File: src/rtl/imem_boot_loader.sv
// imem_boot_loader: streams a start-PC header and big-endian words
// into instruction memory, then releases the core.
module imem_boot_loader #(
  parameter int ADDR_W = 8,
  parameter int DEPTH  = 256
) (
  input  logic              clk,
  input  logic              rst,
  input  logic              in_valid,
  input  logic [7:0]        in_data,
  input  logic              in_last,
  output logic              in_ready,
  output logic              mem_we,
  output logic [ADDR_W-1:0] mem_addr,
  output logic [31:0]       mem_wdata,
  output logic              core_run,
  output logic [31:0]       init_pc,
  output logic [ADDR_W:0]   word_count,
  output logic              error
);

  typedef enum logic [2:0] {
    HDR, BODY, FLUSH, DONE, ERR
  } state_t;

  state_t      state;
  logic [1:0]  byteCnt;
  logic [23:0] shReg;
  logic        memWe;
  logic        accept;
  logic        lastByte;
  logic        full;
  logic [31:0] word;

  assign accept   = in_valid && in_ready;
  assign lastByte = byteCnt == 2'd3;
  assign full     = word_count == (ADDR_W+1)'(DEPTH);
  assign word     = {shReg, in_data};

  // A reset landing on a pending write suppresses it in that same cycle.
  assign mem_we   = memWe && !rst;
  assign in_ready = !rst && (state == HDR || state == BODY);

  always_ff @(posedge clk) begin
    if (rst) begin
      state      <= HDR;
      byteCnt    <= '0;
      shReg      <= '0;
      memWe      <= 1'b0;
      mem_addr   <= '0;
      mem_wdata  <= '0;
      core_run   <= 1'b0;
      init_pc    <= '0;
      word_count <= '0;
      error      <= 1'b0;
    end else begin
      memWe <= 1'b0;
      unique case (state)
        HDR: if (accept) begin
          shReg   <= word[23:0];
          byteCnt <= byteCnt + 2'd1;
          if (lastByte) begin
            init_pc <= word;
            state   <= in_last ? FLUSH : BODY;
          end else if (in_last) begin
            state <= ERR;
            error <= 1'b1;
          end
        end
        BODY: if (accept) begin
          if (full) begin
            state <= ERR;
            error <= 1'b1;
          end else begin
            shReg   <= word[23:0];
            byteCnt <= byteCnt + 2'd1;
            if (lastByte) begin
              memWe      <= 1'b1;
              mem_addr   <= word_count[ADDR_W-1:0];
              mem_wdata  <= word;
              word_count <= word_count + (ADDR_W+1)'(1);
              if (in_last) state <= FLUSH;
            end else if (in_last) begin
              state <= ERR;
              error <= 1'b1;
            end
          end
        end
        FLUSH: begin
          state    <= DONE;
          core_run <= 1'b1;
        end
        DONE: ;
        ERR: ;
        default: state <= HDR;
      endcase
    end
  end

endmodule

File: config.mk
export PLATFORM = sky130hd
export DESIGN_NAME = imem_boot_loader
export DESIGN_NICKNAME = d
export VERILOG_FILES = /design/src/rtl/imem_boot_loader.sv
export SDC_FILE = /design/constraint.sdc
export NUM_CORES = 1
export LEC_CHECK = 0
export ABC_AREA = 1
export BUFFER_PORTS_ARGS = -buffer_cell sky130_fd_sc_hd__buf_2
export CAP_MARGIN = 20
export CORE_ASPECT_RATIO = 0.6
export CORE_MARGIN = 2
export CORE_UTILIZATION = 50
export CTS_CLUSTER_SIZE = 14
export DETAILED_ROUTE_END_ITERATION = 8
export PLACE_DENSITY_LB_ADDON = 0.15
export RECOVER_POWER = 50
export SYNTH_ARGS = -nofsm -noshare
export SYNTH_HDL_FRONTEND = slang
export SYNTH_SLANG_ARGS = --single-unit
File: constraint.sdc
create_clock -name clk -period 1.8 [get_ports clk]
set_input_delay 0 -clock clk [delete_from_list [all_inputs] [get_ports clk]]
set_output_delay 0 -clock clk [all_outputs]
set_load 0.02 [all_outputs]
=== After elaboration in Yosys (flattened, before gate mapping) ===
Index checks and enable logic that the tools add are counted.

* Output and inout bits: 85
* Bits of input ports: 12
* Register bits after elaboration: 113
* Logic and storage cells: 64

* Mux-type cells: 24
* Bitwise gates (word level): 4
* Reductions and logical operators: 14
* $add $sub $neg: 2
* Equality and inequality tests: 10

{| class="wikitable"
|+ Operator list
! kind !! number
|-
| 24-bit two-way mux || 3
|-
| 24-bit one-hot mux with 2 select lines || 1
|-
| 3-bit two-way mux || 7
|-
| 3-bit one-hot mux with 4 select lines || 1
|-
| 4-bit AND reduction || 3
|-
| 9-bit by 1-bit adder with 9-bit output (second input constant) || 1
|-
| 9-bit == test (second input constant) || 1
|-
| 2-bit two-way mux || 4
|-
| 3-bit by 2-bit == test with 1-bit output (second input constant) || 2
|-
| 1-bit two-way mux || 6
|-
| 2-bit != test (second input constant) || 3
|-
| 3-bit AND reduction || 2
|-
| 4-bit != test (second input constant) || 1
|-
| 1-bit inverter || 4
|-
| 2-bit one-hot mux with 2 select lines || 1
|-
| 4-bit OR reduction || 1
|-
| 3-bit by 1-bit == test with 1-bit output (second input constant) || 1
|-
| 3-bit == test (second input constant) || 1
|-
| 1-bit logical AND || 3
|-
| 3-bit logical NOT || 1
|-
| 2-bit by 1-bit adder with 2-bit output (second input constant) || 1
|-
| 2-bit == test (second input constant) || 1
|-
| 1-bit one-hot mux with 2 select lines || 1
|-
| 2-bit nonzero test || 1
|-
| other kinds (3) || 3
|}

=== Logic depth before layout (Yosys ltp) ===
* Word-level depth: 6
* Mapped depth: 12

=== Least setup slack after synthesis ===
No wires, ideal clock.

* Path type: reg2reg
* Start point: register word_count[0]
* End point: register word_count[1]
* Data arrival time: 1.501 ns
* Path buffers: 2
* Path slack: 0.186 ns
* Data required time: 1.687 ns
* Stages on the path, launching flop included: 13
* Setup time: 0.113 ns
* Period minus slack after synthesis: 1.614 ns
* Cells stage by stage: dfxtp_1 inv_1 ha_1 nand2_2 nor2_4 nand2_4 nand2_2 inv_2 nand2_4 buf_6 buf_12 nand3_2 nand2_1

* Word-level cells in the longest chain between the ends: 3
* Elaborated cells on any way between the ends: 4

{| class="wikitable"
|+ Ends and longest elaborated chain
! item !! RTL line !! text
|-
| from (decl) || 18 || <nowiki>output logic [ADDR_W:0] word_count,</nowiki>
|-
| from (signal assigned) || 81 || <nowiki>word_count <= word_count + (ADDR_W+1)'(1);</nowiki>
|-
| parallel branches: the longest is 3 deep, another holds 9-bit by 1-bit adder with 9-bit output || - ||
|}

Parallel ways; which one is timed is not known.
A chain may end at the register's enable or synchronous reset.

=== Worst setup path in the final report ===
* Start point: register byteCnt[0]
* End point: register init_pc[22]

* Word-level cells in the longest chain between the ends: 2

{| class="wikitable"
|+ Ends and longest elaborated chain
! item !! RTL line !! text
|-
| from (decl) || 27 || <nowiki>logic [1:0] byteCnt;</nowiki>
|-
| from (signal assigned) || 61 || <nowiki>byteCnt <= byteCnt + 2'd1;</nowiki>
|-
| from (signal assigned) || 76 || <nowiki>byteCnt <= byteCnt + 2'd1;</nowiki>
|-
| 2-bit == test || 36 || <nowiki>assign lastByte = byteCnt == 2'd3;</nowiki>
|-
| named net lastByte || 31 || <nowiki>logic lastByte;</nowiki>
|-
| 3-bit AND reduction (no source line) || - ||
|-
| to (signal assigned) || 63 || <nowiki>init_pc <= word;</nowiki>
|-
| to (decl) || 17 || <nowiki>output logic [31:0] init_pc,</nowiki>
|}

The timed path passes the listed nets, and every way through them passes these cells.

==> flow_metrics.tcl <==
set metrics [dict create \
    grt_max_degree 76 \
    setup.worst_path.start "byteCnt[0]" \
    grt_pass1_wl_microns 17970 \
    grt_overflow_total 0 \
    rr_startpoint "byteCnt[0]" \
    synth-seq-cells 113 \
    critPathArrivalTime_ps 1960 \
    final_common_cell "nand2_1" \
    hp-start "in_last" \
    slew-limit-headroom_pct 73.71 \
    track_usage_pct 23.30 \
    netlist_instances 592 \
    reg2reg_to "init_pc[22]" \
    via_per_inst 4.998 \
    top_layer "met4" \
    yosys.area.top_type "dfxtp_1" \
    hold_depth 5 \
    die_height_microns 77.36 \
    ff2ff_path_depth 7 \
    synth_nets 607 \
    fin_nets 713 \
    path_max_fanout 63 \
    wl_met3_microns 914 \
    ys_warn_count 0 \
    skew_ps 14.24 \
    tightest_slew_ps 394.3 \
    clkSinkCount 113 \
    utilization_pct 65.59 \
    cap_violations 0 \
    drcViolationCount 0 \
    outcome "finished, final reports clean" \
    dr_wl_met2_microns 4510 \
    start_util_pct 52.02 \
    dp_hpwl_microns 7489 \
    dieArea_sq_um 9767 \
    powerDensity_nw_per_um2 1093 \
    cts_max_path_buffers 2 \
    stdcell_area_sq_um 5654 \
    ant_nets 0 \
    synth_top_area_share_pct 50.45 \
    cp-end-kind "register" \
    cts_tree "done" \
    routedWlPerCell_microns 13.38 \
    post-route-period-util_pct 90.75 \
    vias 4113 \
    layout_common_cells "179 x nand2_1, 113 x dfxtp_1, 89 x clkbuf_1" \
    p_leak_nw 2.397 \
    rsz0062_at_grt "no" \
    crit_type "register to register" \
    area_growth_pct 26.09 \
    n_antenna_cell 0 \
    yosysSeqAreaShare_pct 50.45 \
    hp-class "input port to register" \
    avgSynthCellArea_sq_um 7.575 \
    netlist_area_sq_um 4484 \
    htreeDepth 4 \
    fmax_mhz 612.2 \
    drv_slew 0 \
    port_buffers 96 \
    setup_viol 0 \
    drtIter0Drc 292 \
    antenna_found_initial 0 \
    wl_met1_microns 5407 \
    gp_congestion 0.9276 \
    critPathRequiredTime_ps 2130 \
    clkSlewWorstSetupHoldPaths_ps 50 \
    startpoint_type "register" \
    synthDistinctLibCells 28 \
    drive_gt1_share_pct 11.53 \
    hold_viol_final 0 \
    io_pins 97 \
    routed_wl_microns 11010 \
    postCtsSetupBuffers 0 \
    cts_made_buffers 17 \
    min_to "state[1]" \
    r2r_slack_ps 170 \
    design.core.area_sq_um 8621 \
    num_rows 26 \
    vdd_drop_max_mv 0.7238 \
    cts-root-buf "clkbuf_16" \
    clkLatencyLatePin_ps 410 \
    synthTopCellsByArea "dfxtp_1 50%, nand2_1 15%, o21ai_0 5.8%, nor2_1 5.0%, nand3_1 4.4%" \
    drt_pass1_iterations 5 \
    fin_setup_tns_ps 0 \
    placed_cell_area_sq_um 5085 \
    finalCriticalPeriod_ps 1634 \
    die_w_microns 126.3 \
    grt_pass1_vias 3681 \
]
-- per-stage QoR --
step	power (W)	worst slack [ps]	instances	hold slack, ps
after floorplan	0.002803	185.6	592	110.4
after global placement	0.002880	243.9	782	244.3
after detailed placement	0.002886	198.0	782	249.7
after CTS	0.006215	177.2	823	68.35
after global routing	0.006372	34.63	823	105.6
final	0.006181	166.5	823	87.25
-- cell usage after synthesis, drive strengths merged --
cell    instances
inv            52
and3            1
clkbuf          6
nand3          51
dfxtp         113
ha              3
a21oi          16
o21ai          69
xor2            3
nand2         181
nand4           3
nor2           62
buf            26
nor3            5
clkinv          1
-- repair_timing --
action,in CTS,in global routing
resized for setup,0,0
endpoints found under the hold margin,25,0
hold buffers,9,0
-- critical path, stage by stage, from the launching register on --
cell	delay, ps
dfxtp_1	330
ha_1	210
inv_2	80
nor3_4	210
and3_2	260
buf_12	260
nand2_1	100
o21ai_0	90
-- worst max path at each step --
stage / to / cells past startpoint
6_report: init_pc[22] / 7
3_3_place_gp: init_pc[22] / 7
4_1_cts: init_pc[22] / 7
2_1_floorplan: word_count[1] / 12
3_5_place_dp: init_pc[22] / 6
5_1_grt: mem_wdata[0] / 12
-- per-layer routing --
metal	global-route usage (%)	up-vias
li1	-	2084
met1	32.53	1887
met2	32.74	125
met3	8.483	17
met4	9.231	0
met5	0	-
-- cells by family (layout without fill, tap and decap cells) --
family                   count (synthesis)  in the layout  share of synthesized area (%)
adder cells (fa/ha/maj)                  3              3                         0.8371
AO/OA/AOI/OAI                           85             85                          9.570
XOR/XNOR                                 3              3                         0.5860
buffers and inverters                   85            204                          8.928
flip-flops                             113            113                          50.45
AND/OR/NAND/NOR                        303            303                          29.63
-- state kept, by name, summed over array words and instances (netlist names) --
name and count:
core_run 1, word_count 9, mem_wdata 32, byteCnt 2, state 3, mem_addr 8, shReg 24, memWe 1
init_pc 32, error 1
-- report_power, final --
part	switching, W	internal (W)
registers	0.0000360	0.00255
logic	0.000172	0.0000904
clock network	0.00108	0.00225
-- area by class of cell --
type	instances	area, sq um
Clock buffer	28	526.8
Clock inverter	4	70.07
Fill cell	776	2967
Inverter	53	198.9
Multi-Input combinational cell	394	1813
Sequential cell	113	2262
Tap cell	112	140.1
Timing Repair Buffer	119	643.1
Note: power is estimated with default switching activity, not from simulation.
